File: src/rtl/sti_dac_pkg.sv
// Shared types and helpers for the serial-transmit / data-arrange controller.
//   length_e  : encoding of the pi_length field selector
//   state_e   : controller FSM states
//   field_len : field length in bits for a given length code and data width
package sti_dac_pkg;

    typedef enum logic [1:0] {
        LEN_HALF   = 2'd0,  // DW/2
        LEN_FULL   = 2'd1,  // DW
        LEN_3HALF  = 2'd2,  // 3*DW/2
        LEN_DOUBLE = 2'd3   // 2*DW
    } length_e;

    typedef enum logic [2:0] {
        S_IDLE,
        S_LOAD,
        S_SHIFT,
        S_FLUSH,
        S_ZFILL,
        S_DONE
    } state_e;

    function automatic int field_len(input length_e len, input int dw);
        case (len)
            LEN_HALF:  return dw / 2;
            LEN_FULL:  return dw;
            LEN_3HALF: return (3 * dw) / 2;
            default:   return 2 * dw;
        endcase
    endfunction

endpackage

File: src/rtl/sti_dac_if.sv
// Word-in / serial-out / pixel-memory-write bundle of sti_dac_pack.
//   master : word source (drives load/pi_*), observes busy, serial and pixel outputs
//   slave  : the controller
interface sti_dac_if #(
    parameter int DW    = 16,
    parameter int PIX_W = 8,
    parameter int AW    = 8
);
    logic             load;
    logic             pi_busy;
    logic [DW-1:0]    pi_data;
    logic [1:0]       pi_length;
    logic             pi_fill;
    logic             pi_msb;
    logic             pi_low;
    logic             pi_end;
    logic             so_data;
    logic             so_valid;
    logic             pixel_wr;
    logic [AW-1:0]    pixel_addr;
    logic [PIX_W-1:0] pixel_dataout;
    logic             pixel_finish;

    modport master (
        output load, pi_data, pi_length, pi_fill, pi_msb, pi_low, pi_end,
        input  pi_busy, so_data, so_valid, pixel_wr, pixel_addr, pixel_dataout, pixel_finish
    );

    modport slave (
        input  load, pi_data, pi_length, pi_fill, pi_msb, pi_low, pi_end,
        output pi_busy, so_data, so_valid, pixel_wr, pixel_addr, pixel_dataout, pixel_finish
    );
endinterface

File: src/rtl/sti_dac_pack_pixel_packer.sv
// Packs the serial bit stream into PIX_W-bit pixels (first bit -> MSB) and
// generates the pixel memory write port.
//   clk, reset      : clock, synchronous active-high reset
//   bit_valid/bit_in: one serial bit per cycle
//   flush           : write any partial pixel (including a same-cycle bit) zero-padded
//   zero_wr         : write a zero pixel at the next address
//   pixel_wr/addr/dataout : registered write port
//   next_addr       : address the next write will use
//   top_written     : most recent write went to MEM_DEPTH-1
module sti_dac_pack_pixel_packer
    import sti_dac_pkg::*;
#(
    parameter int PIX_W     = 8,
    parameter int MEM_DEPTH = 256,
    parameter int AW        = $clog2(MEM_DEPTH)
) (
    input  logic             clk,
    input  logic             reset,
    input  logic             bit_valid,
    input  logic             bit_in,
    input  logic             flush,
    input  logic             zero_wr,
    output logic             pixel_wr,
    output logic [AW-1:0]    pixel_addr,
    output logic [PIX_W-1:0] pixel_dataout,
    output logic [AW-1:0]    next_addr,
    output logic             top_written
);
    localparam int CW = $clog2(PIX_W + 1);

    logic [PIX_W-1:0] sreg_q, sreg_d, shifted, data_q, data_d;
    logic [CW-1:0]    cnt_q, cnt_d, cnt_inc;
    logic [AW-1:0]    addr_q;
    logic             wr_q, wr_d, top_q, top_d;

    // The address advances on the cycle after a write is shown, so the
    // visible pixel_addr always matches the pixel being written.
    assign next_addr = wr_q ? addr_q + 1'b1 : addr_q;

    always_comb begin
        sreg_d  = sreg_q;
        cnt_d   = cnt_q;
        wr_d    = 1'b0;
        data_d  = data_q;
        top_d   = top_q;
        shifted = PIX_W'({sreg_q, bit_in});
        cnt_inc = cnt_q + 1'b1;
        if (zero_wr) begin
            wr_d   = 1'b1;
            data_d = '0;
        end else if (bit_valid) begin
            if (cnt_inc == CW'(PIX_W) || flush) begin
                wr_d   = 1'b1;
                data_d = shifted << (CW'(PIX_W) - cnt_inc);
                sreg_d = '0;
                cnt_d  = '0;
            end else begin
                sreg_d = shifted;
                cnt_d  = cnt_inc;
            end
        end else if (flush && cnt_q != '0) begin
            wr_d   = 1'b1;
            data_d = sreg_q << (CW'(PIX_W) - cnt_q);
            sreg_d = '0;
            cnt_d  = '0;
        end
        if (wr_d) top_d = (next_addr == AW'(MEM_DEPTH - 1));
    end

    always_ff @(posedge clk) begin
        if (reset) begin
            sreg_q <= '0;
            cnt_q  <= '0;
            wr_q   <= 1'b0;
            data_q <= '0;
            addr_q <= '0;
            top_q  <= 1'b0;
        end else begin
            sreg_q <= sreg_d;
            cnt_q  <= cnt_d;
            wr_q   <= wr_d;
            data_q <= data_d;
            addr_q <= next_addr;
            top_q  <= top_d;
        end
    end

    assign pixel_wr      = wr_q;
    assign pixel_addr    = addr_q;
    assign pixel_dataout = data_q;
    assign top_written   = top_q;
endmodule

File: src/rtl/sti_dac_pack.sv
// Serial-transmit / data-arrange controller. Formats each accepted word into
// a DW/2..2*DW field, shifts it out on so_*, and packs the same stream into
// PIX_W-bit pixels written to a MEM_DEPTH pixel memory. After an end word the
// partial pixel is flushed and the memory tail zero-filled.
//   clk, reset : clock, synchronous active-high reset
//   bus        : sti_dac_if slave (word input, busy, serial out, pixel write)
module sti_dac_pack
    import sti_dac_pkg::*;
#(
    parameter int DW        = 16,
    parameter int PIX_W     = 8,
    parameter int MEM_DEPTH = 256,
    parameter int AW        = $clog2(MEM_DEPTH)
) (
    input  logic     clk,
    input  logic     reset,
    sti_dac_if.slave bus
);
    localparam int LW = $clog2(2 * DW + 1);

    state_e           state_q, state_d;
    logic [2*DW-1:0]  fld_q, fld_d, fld_in, fld_sh;
    logic [DW-1:0]    dsel;
    logic [LW-1:0]    len_q, len_d, len_in, dw_eff, cnt_q, cnt_d, idx;
    logic             msb_q, msb_d, end_q, end_d, busy_q, busy_d;
    logic             so_data_q, so_data_d, so_valid_q, so_valid_d, finish_q, finish_d;
    logic             flush, zero_wr, top_written;
    logic [AW-1:0]    next_addr;

    // Field formatter: field sits in fld[L-1:0]; MSB alignment shifts the
    // data up by (L - data width), zero-padding the low end.
    always_comb begin
        len_in = LW'(field_len(length_e'(bus.pi_length), DW));
        dsel   = bus.pi_data;
        dw_eff = LW'(DW);
        if (length_e'(bus.pi_length) == LEN_HALF) begin
            dw_eff = LW'(DW / 2);
            dsel   = bus.pi_low ? {{(DW/2){1'b0}}, bus.pi_data[DW/2-1:0]}
                                : {{(DW/2){1'b0}}, bus.pi_data[DW-1:DW/2]};
        end
        fld_in = {{DW{1'b0}}, dsel};
        if (bus.pi_fill) fld_in = fld_in << (len_in - dw_eff);
    end

    assign idx    = msb_q ? (len_q - 1'b1 - cnt_q) : cnt_q;
    assign fld_sh = fld_q >> idx;

    always_comb begin
        state_d    = state_q;
        fld_d      = fld_q;
        len_d      = len_q;
        cnt_d      = cnt_q;
        msb_d      = msb_q;
        end_d      = end_q;
        busy_d     = busy_q;
        so_data_d  = 1'b0;
        so_valid_d = 1'b0;
        finish_d   = finish_q;
        flush      = 1'b0;
        zero_wr    = 1'b0;
        case (state_q)
            S_IDLE: begin
                // busy stays high for one IDLE cycle after a word, giving the
                // mandatory idle gap between back-to-back words.
                if (bus.load && !busy_q) begin
                    state_d = S_LOAD;
                    busy_d  = 1'b1;
                    fld_d   = fld_in;
                    len_d   = len_in;
                    msb_d   = bus.pi_msb;
                    end_d   = bus.pi_end;
                end else begin
                    busy_d  = 1'b0;
                end
            end
            S_LOAD: begin
                state_d = S_SHIFT;
                cnt_d   = '0;
            end
            S_SHIFT: begin
                so_valid_d = 1'b1;
                so_data_d  = fld_sh[0];
                cnt_d      = cnt_q + 1'b1;
                if (cnt_q == len_q - 1'b1) state_d = end_q ? S_FLUSH : S_IDLE;
            end
            S_FLUSH: begin
                // The packer absorbs the final serial bit on this same cycle.
                flush   = 1'b1;
                state_d = S_ZFILL;
            end
            S_ZFILL: begin
                if (top_written) begin
                    state_d = S_DONE;
                end else begin
                    zero_wr = 1'b1;
                    if (next_addr == AW'(MEM_DEPTH - 1)) state_d = S_DONE;
                end
            end
            S_DONE:  finish_d = 1'b1;
            default: state_d = S_IDLE;
        endcase
    end

    always_ff @(posedge clk) begin
        if (reset) begin
            state_q    <= S_IDLE;
            fld_q      <= '0;
            len_q      <= '0;
            cnt_q      <= '0;
            msb_q      <= 1'b0;
            end_q      <= 1'b0;
            busy_q     <= 1'b0;
            so_data_q  <= 1'b0;
            so_valid_q <= 1'b0;
            finish_q   <= 1'b0;
        end else begin
            state_q    <= state_d;
            fld_q      <= fld_d;
            len_q      <= len_d;
            cnt_q      <= cnt_d;
            msb_q      <= msb_d;
            end_q      <= end_d;
            busy_q     <= busy_d;
            so_data_q  <= so_data_d;
            so_valid_q <= so_valid_d;
            finish_q   <= finish_d;
        end
    end

    sti_dac_pack_pixel_packer #(
        .PIX_W     (PIX_W),
        .MEM_DEPTH (MEM_DEPTH),
        .AW        (AW)
    ) u_packer (
        .clk           (clk),
        .reset         (reset),
        .bit_valid     (so_valid_q),
        .bit_in        (so_data_q),
        .flush         (flush),
        .zero_wr       (zero_wr),
        .pixel_wr      (bus.pixel_wr),
        .pixel_addr    (bus.pixel_addr),
        .pixel_dataout (bus.pixel_dataout),
        .next_addr     (next_addr),
        .top_written   (top_written)
    );

    assign bus.pi_busy      = busy_q;
    assign bus.so_data      = so_data_q;
    assign bus.so_valid     = so_valid_q;
    assign bus.pixel_finish = finish_q;
endmodule
File: src/flat_wrapper.sv
// flat-port wrapper written by rule: the top's interface ports become plain ports
module sti_dac_pack_flat import sti_dac_pkg::*;
#(
    parameter int DW        = 16,
    parameter int PIX_W     = 8,
    parameter int MEM_DEPTH = 256,
    parameter int AW        = $clog2(MEM_DEPTH)
)
  (clk, reset, bus_load, bus_pi_data, bus_pi_length, bus_pi_fill, bus_pi_msb, bus_pi_low, bus_pi_end, bus_pi_busy, bus_so_data, bus_so_valid, bus_pixel_wr, bus_pixel_addr, bus_pixel_dataout, bus_pixel_finish);
  sti_dac_if #(.DW(DW), .PIX_W(PIX_W), .AW(AW)) bus_i ();
  input  logic clk;
  input  logic reset;
  input wire logic [$bits(bus_i.load)-1:0] bus_load;
  input wire logic [$bits(bus_i.pi_data)-1:0] bus_pi_data;
  input wire logic [$bits(bus_i.pi_length)-1:0] bus_pi_length;
  input wire logic [$bits(bus_i.pi_fill)-1:0] bus_pi_fill;
  input wire logic [$bits(bus_i.pi_msb)-1:0] bus_pi_msb;
  input wire logic [$bits(bus_i.pi_low)-1:0] bus_pi_low;
  input wire logic [$bits(bus_i.pi_end)-1:0] bus_pi_end;
  output wire logic [$bits(bus_i.pi_busy)-1:0] bus_pi_busy;
  output wire logic [$bits(bus_i.so_data)-1:0] bus_so_data;
  output wire logic [$bits(bus_i.so_valid)-1:0] bus_so_valid;
  output wire logic [$bits(bus_i.pixel_wr)-1:0] bus_pixel_wr;
  output wire logic [$bits(bus_i.pixel_addr)-1:0] bus_pixel_addr;
  output wire logic [$bits(bus_i.pixel_dataout)-1:0] bus_pixel_dataout;
  output wire logic [$bits(bus_i.pixel_finish)-1:0] bus_pixel_finish;
  assign bus_i.load = bus_load;
  assign bus_i.pi_data = bus_pi_data;
  assign bus_i.pi_length = bus_pi_length;
  assign bus_i.pi_fill = bus_pi_fill;
  assign bus_i.pi_msb = bus_pi_msb;
  assign bus_i.pi_low = bus_pi_low;
  assign bus_i.pi_end = bus_pi_end;
  assign bus_pi_busy = bus_i.pi_busy;
  assign bus_so_data = bus_i.so_data;
  assign bus_so_valid = bus_i.so_valid;
  assign bus_pixel_wr = bus_i.pixel_wr;
  assign bus_pixel_addr = bus_i.pixel_addr;
  assign bus_pixel_dataout = bus_i.pixel_dataout;
  assign bus_pixel_finish = bus_i.pixel_finish;
  sti_dac_pack #(.DW(DW), .PIX_W(PIX_W), .MEM_DEPTH(MEM_DEPTH), .AW(AW)) u_core (.clk(clk), .reset(reset), .bus(bus_i));
endmodule
File: config.mk
export PLATFORM = sky130hd
export DESIGN_NAME = sti_dac_pack_flat
export DESIGN_NICKNAME = d
export VERILOG_FILES = /design/src/rtl/sti_dac_pkg.sv /design/src/rtl/sti_dac_if.sv /design/src/rtl/sti_dac_pack_pixel_packer.sv /design/src/rtl/sti_dac_pack.sv /design/src/flat_wrapper.sv
export SDC_FILE = /design/constraint.sdc
export NUM_CORES = 1
export LEC_CHECK = 0
export CAP_MARGIN = 20
export CORE_MARGIN = 1.5
export CORE_UTILIZATION = 35
export CTS_CLUSTER_DIAMETER = 100
export DETAILED_ROUTE_END_ITERATION = 10
export PLACE_DENSITY = 0.61
export SETUP_SLACK_MARGIN = 0.05
export SYNTH_ARGS = -nofsm -noshare
export SYNTH_HDL_FRONTEND = slang
export SYNTH_SLANG_ARGS = --single-unit
File: constraint.sdc
create_clock -name clk -period 3 [get_ports clk]
set_input_delay 0.3 -clock clk [delete_from_list [all_inputs] [get_ports clk]]
set_output_delay 0.3 -clock clk [all_outputs]
set_load 0.02 [all_outputs]
==> out/results.txt, run 1 <==
Status -> complete, no violations
Register bit total from synthesis -> 80
Max Fclk -> 394 MHz
Synth-to-layout area growth -> 16.0%
Htree depth -> 3
Psw -> 0.768 mW
DR WL/cell -> 16.5 um
Max Slew Vio Count -> 0
CTS Hold Bufs -> 0
Num rows -> 44
Clock group share of total power -> 38.3%
Mapped Nets -> 678
Met1 wire length -> 6.30 mm
GRT Util Overall -> 18.8%
Reg-to-Reg End -> u_core.bus.so_data
Part of the power in registers -> 43.8%
Gpl congestion -> 0.888
Hold_sp -> reset
Worst skew pair latency -> 350 ps
Post-CTS Resized -> 0
Top cells by area, synth -> dfxtp_1 31%, a22oi_1 6.0%, nor2_1 5.9%
Post-synth top area cell -> dfxtp_1
Cell Area, Synth -> 5120 um^2
Hold path cells -> 2
Pwr/cell area -> 442 nW/um^2
DRC errors left -> 0
Met2 wire len -> 6.62 mm
Worst EP arrival -> 2750 ps
Peak supply drop -> 0.000343 V
Mapped Cells -> 640
Initial core utilization -> 35.5%
# nets final -> 699
Initial antenna violation count -> 0
Lkg Pwr -> 2.07 nW
CP Capture Type -> register
Share of layout cells above drive strength 1 -> 10.1%
Post-synthesis sequential area ratio -> 31.3%
Largest net degree at the start of global routing -> 64
FF-to-FF setup slack -> 460 ps
Req. time, crit path -> 3220 ps
Starting DRT DRC Count -> 445
Routed wl met3 -> 866 um
CTS tree -> done
Via count -> 4874
Top cell type's share of synthesized area -> 31.3%
PortBufs -> 45
Clock Sink Count -> 80
Worst Reg-to-Reg Cells -> 6
Diodes inserted -> 0
Yosys warns -> 0
Die area -> 15400 um^2
Worst Clk Skew -> 5.56 ps
Period utilization -> 84.5%
WL final -> 14.0 mm
Int Power -> 1.86 mW
HPWL Detailed -> 9.96 mm
Max Cap Violations -> 0
Die Ht -> 124 um
Core box area -> 14400 um^2
Post-synth top cells -> 80 x dfxtp_1, 80 x nor2_1, 60 x nand2_1
Post-layout minimum cycle time -> 2540 ps
Switching portion of total power -> 29.3%
Critical path type -> register to register
Detailed Routing Iterations Pass 1 -> 5
Headroom to the max-slew limit -> 33.3%
RSZ-0062 raised after global routing -> false
Mean Syn Cell Area -> 8.00 um^2
TNS Setup -> 0 ps
Final setup violation count -> 0
Clock Tree Buf Depth -> 2
Slew @ Worst Pin -> 998 ps
Post-synth EDFFs -> 0
Inserted Clock Buffers -> 9
Netlist cell types -> 66
Via-to-Cell Ratio -> 5.74
Tightest Hold Check Type -> input port to register
Number of global-route vias before repair -> 4493
Ys async rst share -> 0%
Max Used Layer -> met4
Comb pwr share -> 17.9%
Overflow after GRT -> 0
Final hold vios -> 0
Synth Flop Type -> dfxtp_1
Worst hold endpoint -> u_core.u_packer.pixel_addr[0]
Post-CTS setup buffer count -> 0
Chip width -> 124 um
CP startpoint kind -> register
Clock Root Buffer -> clkbuf_16
Clk slew on worst S/H paths -> 60 ps
Worst R2R Start -> u_core.cnt_q[1]
Routed Antenna Nets -> 0
First-pass GRT wire length -> 22.5 mm
PnR worst setup slack -> 464 ps
Crit-path max FO -> 17
Top Ports -> 46
DP Worst Slack -> 473 ps
[power by group through the flow]
stage	logic [mW]	clock network (mW)	registers (mW)
2_1_floorplan	0.331	0	1.15
5_1_grt	0.517	1.09	1.15
4_1_cts	0.469	1.04	1.15
3_3_place_gp	0.462	0	1.17
6_report	0.470	1.01	1.15
3_5_place_dp	0.467	0	1.17
[state kept, by name, summed over array words and instances, names as in the netlist]
| name | flops |
|---|---|
| u_core.cnt_q | 6 |
| u_core.u_packer.pixel_dataout | 8 |
| u_core.bus.so_valid | 1 |
| u_core.end_q | 1 |
| u_core.fld_q | 32 |
| u_core.u_packer.cnt_q | 4 |
| u_core.msb_q | 1 |
| u_core.bus.pi_busy | 1 |
| u_core.u_packer.pixel_addr | 8 |
| u_core.bus.pixel_finish | 1 |
| u_core.bus.so_data | 1 |
| u_core.u_packer.top_written | 1 |
| u_core.u_packer.pixel_wr | 1 |
| u_core.state_q | 3 |
| u_core.u_packer.sreg_q | 8 |
| u_core.len_q | 3 |
[layer usage]
metal  vias up  GRT usage (%)
li1       2359              -
met1      2326           24.0
met2       170           31.4
met3        19           4.40
met4         0           5.89
met5         -              0
[kinds of logic after synthesis]
| family | synth area share, % |
|---|---|
| buffers and inverters | 6.26 |
| and+or+nand+nor | 20.2 |
| adders and majority gates | 3.18 |
| AOI/OAI and AO/OA | 26.0 |
| muxes | 10.2 |
| DFF | 31.3 |
| xor gates and xnor gates | 2.88 |
[worst max path at each step]
stage	end	cells after the start	startpoint	slack (ps)
2_1_floorplan	u_core.u_packer.pixel_dataout[7]	10	u_core.u_packer.cnt_q[0]	480
3_3_place_gp	u_core.bus.so_data	6	u_core.cnt_q[1]	490
3_5_place_dp	u_core.bus.so_data	6	u_core.cnt_q[1]	470
4_1_cts	u_core.bus.so_data	6	u_core.cnt_q[1]	460
5_1_grt	u_core.bus.so_data	6	u_core.cnt_q[1]	250
6_report	u_core.bus.so_data	6	u_core.cnt_q[1]	460
[placed cells by master, fill, tap and decap left out, types with 4 or more instances in the layout]
cell and instances:
and3_1 7, ha_1 13, dfxtp_1 80, inv_1 19
xor2_1 6, o21ai_0 35, mux2i_1 19, clkbuf_16 9
nand2_1 60, clkdlybuf4s50_1 44, xnor2_1 9, a21oi_1 44
a222oi_1 5, a22o_1 12, buf_4 14, a22oi_1 41
nand3_1 8, o22ai_1 5, nand3b_1 4, a221oi_1 9
nor2b_1 16, nor3_1 18, mux2_2 16, a31oi_1 9
nand2b_1 8, mux4_2 5, nor2_1 80, a2bb2oi_1 5
o21ai_1 6
[critical path, cell delays in order, from the launching register on]
cell and delay, ps:
dfxtp_1 670, nand2_1 180, o22ai_1 530, a222oi_1 240
a31oi_1 200, a21oi_1 120, a2111oi_2 470
[metrics by stage]
| stage | area [um^2] | cells | hold slack, ps | utilization, % | total power, mW |
|---|---|---|---|---|---|
| 3_3_place_gp | 5680 | 834 | 452 | 39.3 | 1.63 |
| 6_report | 5940 | 849 | 264 | 41.2 | 2.63 |
| 2_1_floorplan | 5120 | 640 | 436 | - | 1.48 |
| 5_1_grt | 5940 | 849 | 270 | 41.2 | 2.76 |
| 4_1_cts | 5940 | 849 | 258 | 41.2 | 2.66 |
| 3_5_place_dp | 5680 | 834 | 453 | 39.3 | 1.64 |
[final cells by class]
class	count	area (um^2)
clock buffer	11	233
clock inverter	4	31.3
fill	1467	8480
inverter	20	75.1
multi-input combinational	490	3200
sequential	80	1600
tap	184	230
timing repair buffer	60	571
Note: power is estimated with default switching activity, not from simulation.
==> inputs of run 2 (changes only) <==
Settings changed: PLACE_DENSITY 0.61 to 0.63.
Clock period 3 ns to 2.04 ns, I/O delays scaled along.
==> run 2 against run 1 <==
Net effect: die area unchanged; largest power group is now the clock network; register-to-register slack worse by 510 ps; via count grew 3.6%; global-route usage up 0.85 points; clock power increased by 77%; total power grew 64%; hold slack worse by 48 ps; sequential power rose by 45%; first-iteration DRC count is 12% lower; sequential share of layout area shrank 2.9 points; utilization grew 5.5 points; the flow now finishes with violations (negative setup slack).
==> out/results.txt, run 2 (same netlist as run 1, synthesis figures left out) <==
Final hold vios -> 0 (unchanged)
Max Fclk -> 480 MHz (+22%)
Cell Area, Placed -> 6160 um^2 (+8.6%)
Final setup violation count -> 1 (+1)
Chip width -> 124 um (unchanged)
Peak supply drop -> 0.000530 V (+55%)
Biggest register -> u_core.fld_q
Worst skew pair latency -> 350 ps (about the same)
WL final -> 14.3 mm (+2.2%)
Status -> complete, but fails checks
Crit-path max cell delay -> 420 ps (-250 ps)
Die area -> 15400 um^2 (unchanged)
Tightest Hold Check Type -> input port to register
Largest register FFs -> 32 (unchanged)
Fillers -> 1390 (-5.2%)
Diodes inserted -> 0 (unchanged)
Area occupied by multi-input gates -> 3350 um^2 (+4.6%)
Clock Root Buffer -> clkbuf_16
CTS Hold Bufs -> 0 (unchanged)
Design Area, Final -> 6730 um^2 (+13%)
Gpl congestion -> 0.905 (+2.0%)
Pwr/cell area -> 640 nW/um^2 (+45%)
Headroom to the max-slew limit -> 59.4% (+26 points)
Placed cell count -> 895 (+7.3%)
Worst Clk Skew -> 8.39 ps (+2.82 ps)
Clk slew on worst S/H paths -> 60 ps (about the same)
# nets final -> 769 (+10%)
Largest net degree at the start of global routing -> 36 (-44%)
Share of layout cells above drive strength 1 -> 23.0% (+13 points)
Die Ht -> 124 um (unchanged)
Most frequent cells in the layout -> 78 x nor2_1, 78 x buf_4, 73 x dfxtp_1
Fin Hold WS -> 216 ps (-47.9 ps)
GRT Util Overall -> 19.6% (+0.85 points)
Worst EP arrival -> 2290 ps (-460 ps)
HPWL Detailed -> 10.6 mm (+6.1%)
RSZ-0062 raised after global routing -> true
Failing checks -> negative setup slack
Crit-path max FO -> 8 (-9)
Num rows -> 44 (unchanged)
Cell Chain, Critical Path -> buf_4 > nand3_1 > o21ai_2 > a222oi_1 > a22oi_1 > a221oi_2 > a2111oi_2
Initial antenna violation count -> 0 (unchanged)
Slew @ Worst Pin -> 607 ps (-391 ps)
Critical path type -> register to register
Synth-to-layout area growth -> 31.4%
Via count -> 5051 (+3.6%)
Worst Reg-to-Reg Cells -> 7 (+1)
Inserted Clock Buffers -> 9 (unchanged)
Top Ports -> 46 (unchanged)
Post-layout minimum cycle time -> 2080 ps (-455 ps)
Clock Tree Buf Depth -> 2 (unchanged)
PortBufs -> 45 (unchanged)
Total power -> 4.31 mW (+64%)
Lkg Pwr -> 2.51 nW (+21%)
Period utilization -> 102% (+17 points)
Max Cap Violations -> 0 (unchanged)
DRC errors left -> 0 (unchanged)
Req. time, crit path -> 2250 ps (-970 ps)
CP startpoint kind -> register
DR WL/cell -> 15.6 um (-5.7%)
Htree depth -> 3 (unchanged)
Reg area -> 1620 um^2 (+1.0%)
Starting DRT DRC Count -> 392 (-12%)
First-pass GRT wire length -> 23.5 mm (+4.3%)
CTS tree -> done
Detailed Routing Iterations Pass 1 -> 5 (unchanged)
TNS Setup -> -41.3 ps (-41.3 ps)
Initial core utilization -> 35.5% (unchanged)
Max Slew Vio Count -> 0 (unchanged)
Clock Sink Count -> 80 (unchanged)
Number of global-route vias before repair -> 4758 (+5.9%)
Overflow after GRT -> 0 (unchanged)
PnR worst setup slack -> -41.3 ps (-505 ps)
CP Capture Type -> register
Hold path cells -> 2 (unchanged)
Routed Antenna Nets -> 0 (unchanged)
Core box area -> 14400 um^2 (unchanged)
Via-to-Cell Ratio -> 5.49 (-4.4%)
CP max-delay cell -> a222oi_1
Non-Filler Instances -> 920 (+8.4%)
==> run 2: cell count changes in the layout (fill, tap and decap cells not counted), sizes merged <==
cell,delta
bufinv,+2
buf,+70
clkinvlp,-2
clkbuf,+1
==> run 2: worst paths after layout <==
kind,start,slack [ps],endpoint
setup / recovery,u_core.cnt_q[2],-40,u_core.bus.so_data
hold / removal,reset,220,u_core.u_packer.pixel_addr[2]
setup reg to reg,u_core.cnt_q[2],-40,u_core.bus.so_data
hold reg to reg,u_core.len_q[4],460,u_core.len_q[4]
==> run 2: stage by stage <==
| step | worst slack, ps | utilization [%] |
|---|---|---|
| finish | -41.3 | 46.7 |
| global route | -70.5 | 46.7 |
| CTS | -61.7 | 45.7 |
| detailed placement | -141 | 42.7 |
| global placement | -111 | 42.7 |
| floorplan | -49.0 | - |
==> run 2: cell type report <==
type	instances	share of cell area [%]
Clock buffer	12	3.66
Clock inverter	4	1.13
Inverter	20	1.26
Multi-Input combinational cell	490	49.7
Sequential cell	80	24.0
Tap cell	184	3.42
Timing Repair Buffer	130	16.8
==> run 2: power breakdown <==
group	internal, mW	total [mW]	switching, mW	leakage (nW)
logic	0.390	0.848	0.457	1.71
clock network	1.11	1.79	0.677	0.153
registers	1.62	1.67	0.0508	0.653
total	3.12	4.31	1.19	2.51
==> run 2: worst max-delay path, delay by kind of cell, from the launching register on <==
family	cells	cell delay [ps]
AOI/OAI and AO/OA	5	1210
buffers and inverters	1	180
DFF	1	370
and+or+nand+nor	1	170
==> run 2: routing by layer <==
layer | vias up | track usage [%] | part of all wire [%]
met2 | 155 | 33.6 | 49
met5 | - | 0 | 0
met3 | 22 | 3.71 | 4.8
li1 | 2513 | - | -
met4 | 0 | 8.59 | 2.6
met1 | 2361 | 24.1 | 44
==> run 2: timing repair <==
item                                    4_1_cts  5_1_grt
buffers inserted                              3        6
endpoints found under the setup margin        5       21
pin swaps                                    10       12
gates resized for setup                      19       27
cloned                                        0        0
